[src/rtl/bin2bcd_conv.sv]
// bin2bcd_conv: sequential double-dabble binary-to-BCD converter, one bit per clock,
// with a start/ready/done-tick handshake.
module bin2bcd_conv #(
    parameter int DATA_W = 20,
    parameter int DIGITS = 7
) (
    input  logic                  i_clk,
    input  logic                  i_rst_n,
    input  logic                  i_start,
    input  logic [DATA_W-1:0]     i_bin,
    output logic                  o_ready,
    output logic                  o_done_tick,
    output logic [4*DIGITS-1:0]   o_bcd,
    output logic                  o_overflow
);
    localparam int BW = 4 * DIGITS;
    localparam int CW = $clog2(DATA_W + 1);
    localparam logic [CW-1:0] CNT_INIT = CW'(DATA_W);

    typedef enum logic [1:0] {IDLE, OP, DONE} state_t;

    state_t            r_state;
    logic [DATA_W-1:0] r_bin;
    logic [BW-1:0]     r_bcd;
    logic              r_ovf;
    logic [CW-1:0]     r_cnt;
    logic [BW-1:0]     w_adj;
    logic [BW-1:0]     w_shift;
    logic              w_out;

    for (genvar k = 0; k < DIGITS; k++) begin : g_adj
        assign w_adj[4*k+:4] = (r_bcd[4*k+:4] >= 4'd5) ? r_bcd[4*k+:4] + 4'd3 : r_bcd[4*k+:4];
    end

    // w_out carries weight 10^DIGITS, so dropping it leaves the value mod 10^DIGITS
    assign {w_out, w_shift} = {w_adj, r_bin[DATA_W-1]};
    assign o_ready = (r_state == IDLE);

    always_ff @(posedge i_clk or negedge i_rst_n) begin
        if (!i_rst_n) begin
            r_state     <= IDLE;
            r_bin       <= '0;
            r_bcd       <= '0;
            r_ovf       <= 1'b0;
            r_cnt       <= '0;
            o_bcd       <= '0;
            o_overflow  <= 1'b0;
            o_done_tick <= 1'b0;
        end else begin
            case (r_state)
                IDLE: begin
                    o_done_tick <= 1'b0;
                    if (i_start) begin
                        r_bin   <= i_bin;
                        r_bcd   <= '0;
                        r_ovf   <= 1'b0;
                        r_cnt   <= CNT_INIT;
                        r_state <= OP;
                    end
                end
                OP: begin
                    r_bin <= {r_bin[DATA_W-2:0], 1'b0};
                    r_bcd <= w_shift;
                    r_ovf <= r_ovf | w_out;
                    r_cnt <= r_cnt - 1'b1;
                    if (r_cnt == CW'(1)) begin
                        o_bcd       <= w_shift;
                        o_overflow  <= r_ovf | w_out;
                        o_done_tick <= 1'b1;
                        r_state     <= DONE;
                    end
                end
                DONE: begin
                    o_done_tick <= 1'b0;
                    r_state     <= IDLE;
                end
                default: begin
                    o_done_tick <= 1'b0;
                    r_state     <= IDLE;
                end
            endcase
        end
    end
endmodule
[config.mk]
export PLATFORM = sky130hd
export DESIGN_NAME = bin2bcd_conv
export DESIGN_NICKNAME = d
export VERILOG_FILES = /design/src/rtl/bin2bcd_conv.sv
export SDC_FILE = /design/constraint.sdc
export NUM_CORES = 1
export LEC_CHECK = 0
export ABC_AREA = 1
export CAP_MARGIN = 20
export CORE_UTILIZATION = 55
export DETAILED_ROUTE_END_ITERATION = 16
export GPL_TIMING_DRIVEN = 0
export PLACE_DENSITY = 0.79
export SYNTH_ARGS = -nofsm -noshare
export SYNTH_HDL_FRONTEND = slang
export SYNTH_SLANG_ARGS = --single-unit
[constraint.sdc]
create_clock -name i_clk -period 1.9 [get_ports i_clk]
set_input_delay 0.19 -clock i_clk [delete_from_list [all_inputs] [get_ports i_clk]]
set_output_delay 0.19 -clock i_clk [all_outputs]
set_load 0.05 [all_outputs]
==> tab_implementation.tex <==
\begin{tabular}{lr}
\hline
Metric & Value \\
\hline
\multicolumn{2}{l}{\textbf{Global route}} \\
\quad Aggregate global-route resource usage & 0.2541 \\
\quad Initial antenna violation count & 0 \\
\quad Largest net degree at the start of global routing & 53 \\
\quad Global-route wire length before repair & 15.25 mm \\
\quad Gr ovfl total & 0 \\
\quad Routing usage on met3 & 0.03878 \\
\quad Met1 track demand over resource & 0.3146 \\
\quad Met2 Resource Use GR & 0.4303 \\
\quad Vias in the first global route & 3,418 \\
\quad Gr busiest metal & met2 \\
\multicolumn{2}{l}{\textbf{Synth}} \\
\quad Number of storage elements in the synthesis netlist & 86 \\
\quad Total number of yosys warnings & 0 \\
\quad Proportion of synthesized chip area in sequential cells & 0.5139 \\
\quad Cell count after synthesis & approximately 510 \\
\quad Netlist area before placement & approximately 4200 um2 \\
\quad Syn Area/Cell & 8.293 um2 \\
\quad Number of different library cells in the post-synthesis netlist & 25 \\
\quad Number of nets in the synthesized netlist & 544 \\
\multicolumn{2}{l}{\textbf{Placement}} \\
\quad DPL Wire Length & 6.483 mm \\
\quad Area after DPL & roughly 5000 um2 \\
\quad Count of buffers from port buffering & 53 \\
\quad Final weighted congestion in routability-driven placement & 0.8520 \\
\quad Number of cells after detailed placement & between 600 and 700 \\
\multicolumn{2}{l}{\textbf{Pwr}} \\
\quad Maximum vdd ir drop & 799.2 uV \\
\quad Static leakage power & 2.553 nW \\
\quad P per Cell Area & 1825 nW/um2 \\
\multicolumn{2}{l}{\textbf{Setup path}} \\
\quad Worst setup path class & reg2out \\
\quad Slack of the worst reg-to-reg path & 0.36 ns \\
\quad Signal arrival time at the worst endpoint & between 1.5 and 2 ns \\
\quad Endpoint type of the worst setup path & output pin \\
\quad Worst R2R End & o\_bcd[11] \\
\quad Worst flop-to-flop path startpoint & r\_cnt[1] \\
\quad Critical Path RT & $\sim$1.7 ns \\
\quad Cell with the biggest individual delay on the critical path & sky130\_fd\_sc\_hd\_\_clkdlybuf4s50\_1 \\
\quad Number of buffer and inverter stages on the critical path & 1 \\
\quad Worst r2r path cells & 8 \\
\quad Source of the critical timing path & o\_bcd[19] \\
\quad Highest net fanout along the worst path & 2 \\
\quad Dominant delay contributor by cell family on the critical path & buffers and inverters \\
\quad Largest incremental delay on the critical path & 0.81 ns \\
\quad Crit path launch type & register \\
\quad Cell breakdown of the critical path & clkdlybuf4s50\_1 \\
\multicolumn{2}{l}{\textbf{Die}} \\
\quad Die Wd & 89.26 um \\
\quad Initial standard-cell utilization of the core & 0.5743 \\
\quad Die area & around 8000 um2 \\
\quad Cell row count & 31 \\
\quad Number of I/O pins & 54 \\
\quad Area of the core & approximately 7300 um2 \\
\quad Die Y & slightly below 90 um \\
\multicolumn{2}{l}{\textbf{Run}} \\
\quad Max cap viols & 0 \\
\multicolumn{2}{l}{\textbf{CTS}} \\
\quad Total clock buffers created by CTS & 9 \\
\quad Clock input transition at the sequential cells of the worst setup and hold paths & approximately 0.09 ns \\
\quad Clock tree buffer depth & 2 \\
\quad Clock network latency to the later pin of the worst-skew pair & 0.35 ns \\
\quad Master cell of the clock root buffer & sky130\_fd\_sc\_hd\_\_clkbuf\_8 \\
\quad TritonCTS clock tree & yes \\
\quad Number of sinks driven by the clock tree & between 80 and 90 \\
\quad CTS HTree Levels & 3 \\
\multicolumn{2}{l}{\textbf{Timing}} \\
\quad Hold slack & around 0.33 ns \\
\quad Ratio of final minimum period to clock period & 0.9067 \\
\quad Highest Clock Rate & 0.5805 GHz \\
\quad Setup repair after global routing missed its margin & no \\
\quad Setup TNS Final & 0 ns \\
\quad Clock tree skew after final layout & 0.009733 ns \\
\quad Number of slew-limit violations in the final report & 0 \\
\quad Final setup violating endpoints & 0 \\
\quad Worst slew slack as a fraction of its limit & 0.6605 \\
\quad Worst Max-Slew Pin Slew & a little over 0.5 ns \\
\quad Number of hold violations in the final report & 0 \\
\quad Min Tclk post-route & 1.723 ns \\
\multicolumn{2}{l}{\textbf{Drt}} \\
\quad First drt pass iteration count & 4 \\
\quad Post-route antenna net violation count & 0 \\
\quad Routed Wire Length & 8.996 mm \\
\quad Detail-routed via count per cell & about 5.3 \\
\quad Number of remaining DRC errors & 0 \\
\quad Total via count in the routed design & roughly 3,600 \\
\quad Violation count after the first detailed-routing iteration & 246 \\
\quad WL per Instance & 13.33 um \\
\multicolumn{2}{l}{\textbf{Status}} \\
\quad Run status & complete, no violations \\
\multicolumn{2}{l}{\textbf{Hold path}} \\
\quad Hold Crit Class & in2async \\
\multicolumn{2}{l}{\textbf{Final layout}} \\
\quad Diode insertion count for antenna repair & 0 \\
\quad Number of nets in the final layout & 610 \\
\quad Post-route design area & 5075 um2 \\
\quad Share of final-layout standard cells stronger than drive strength 1 & 0.07639 \\
\quad Finished Core Util & 0.6960 \\
\quad Most frequent standard cell in the layout excluding fill and tap cells & sky130\_fd\_sc\_hd\_\_nand2\_1 \\
\quad Fin cells & 675 \\
\quad Layout Area Growth over Synthesis & 21.18\% \\
\quad Most used cells in the layout excluding fill and tap cells & 184 x sky130\_fd\_sc\_hd\_\_nand2\_1, 86 x sky130\_fd\_sc\_hd\_\_dfrtp\_1, 74 x sky130\_fd\_sc\_hd\_\_nand3\_1 \\
\quad FILL cells & 619 \\
\hline
\end{tabular}
==> synth_stat cells, drive strengths merged <==
master	number	area (um2)
nand4	11	68.82
a21oi	3	15.01
xor2	1	8.760
buf	15	113.9
o22ai	2	12.51
nor2	7	43.79
o211ai	7	52.55
ha	16	200.2
dfrtp	86	2152
inv	48	180.2
clkbuf	2	7.510
nand2	186	708.2
nand3	75	387.9
o21bai	1	7.510
o21ai	45	229.0
==> where the power goes <==
group	switching (mW)	internal (mW)	leakage (nW)
clock	0.650	0.639	0.102
sequential	0.547	2.65	1.08
combinational	3.16	1.62	1.37
total	4.35	4.91	2.55
==> metrics by stage <==
stage / total power [mW] / worst slack, ns
6_report: 9.263 / 0.1772
5_1_grt: 10.02 / 0.1222
3_3_place_gp: 7.811 / -2.444
3_5_place_dp: 8.008 / 0.2784
2_1_floorplan: 6.596 / 0.5887
4_1_cts: 9.303 / 0.1517
==> cell families (layout without fill, tap and decap cells) <==
kind of cell,after synthesis,count (layout),share of synthesized area
and+or+nand+nor,279,279,0.2886
DFF,86,86,0.5139
buffers and inverters,65,136,0.07200
AOI/OAI and AO/OA,58,58,0.07559
adders and majority gates,16,16,0.04780
xor gates and xnor gates,1,1,0.002092
==> metal layers <==
| layer | routed length (um) | vias to the layer above |
|---|---|---|
| li1 | - | 1777 |
| met1 | 3899 | 1701 |
| met2 | 4425 | 111 |
| met3 | 458 | 22 |
| met4 | 212 | 0 |
| met5 | 0 | - |
==> area by class of cell <==
class                      count  area (um2)  share of cell area
sequential                    86        2152              0.4241
multi-input combinational    354        1734              0.3417
timing repair buffer          55       564.3              0.1112
inverter                      48       180.2             0.03550
clock buffer                  10       137.6             0.02712
tap                           99       123.9             0.02441
buffer                        17       121.4             0.02392
clock inverter                 6       61.31             0.01208
==> registers in the layout, indices dropped and copies added, names as in the netlist <==
register,flops
o_done_tick,1
r_bin,20
r_cnt,5
r_bcd,28
o_bcd,28
o_overflow,1
r_state,2
r_ovf,1
==> worst reg2reg max path: stages, from the launching register on <==
cell and delay (ns):
sky130_fd_sc_hd__dfrtp_1 0.37, sky130_fd_sc_hd__inv_1 0.12, sky130_fd_sc_hd__ha_1 0.21, sky130_fd_sc_hd__nand3_4 0.18
sky130_fd_sc_hd__nor2_4 0.20, sky130_fd_sc_hd__inv_2 0.08, sky130_fd_sc_hd__buf_6 0.15, sky130_fd_sc_hd__nand2_1 0.06
sky130_fd_sc_hd__o21ai_1 0.05
==> worst max-delay path by stage <==
stage                            to  depth (start not counted)
after floorplan           o_bcd[27]                          8
final                     o_bcd[19]                          1
after global routing      o_bcd[25]                          1
after global placement    r_bin[12]                          1
after CTS                 o_bcd[19]                          1
after detailed placement   r_bcd[7]                          5
==> timing repair <==
item | 4_1_cts | 5_1_grt
endpoints found under the hold margin | 34 | 0
setup buffers | 0 | 0
endpoints found under the setup margin | 1 | 0
hold buffers | 1 | 0
gates resized for setup | 1 | 0
Note: power is estimated with default switching activity, not from simulation.
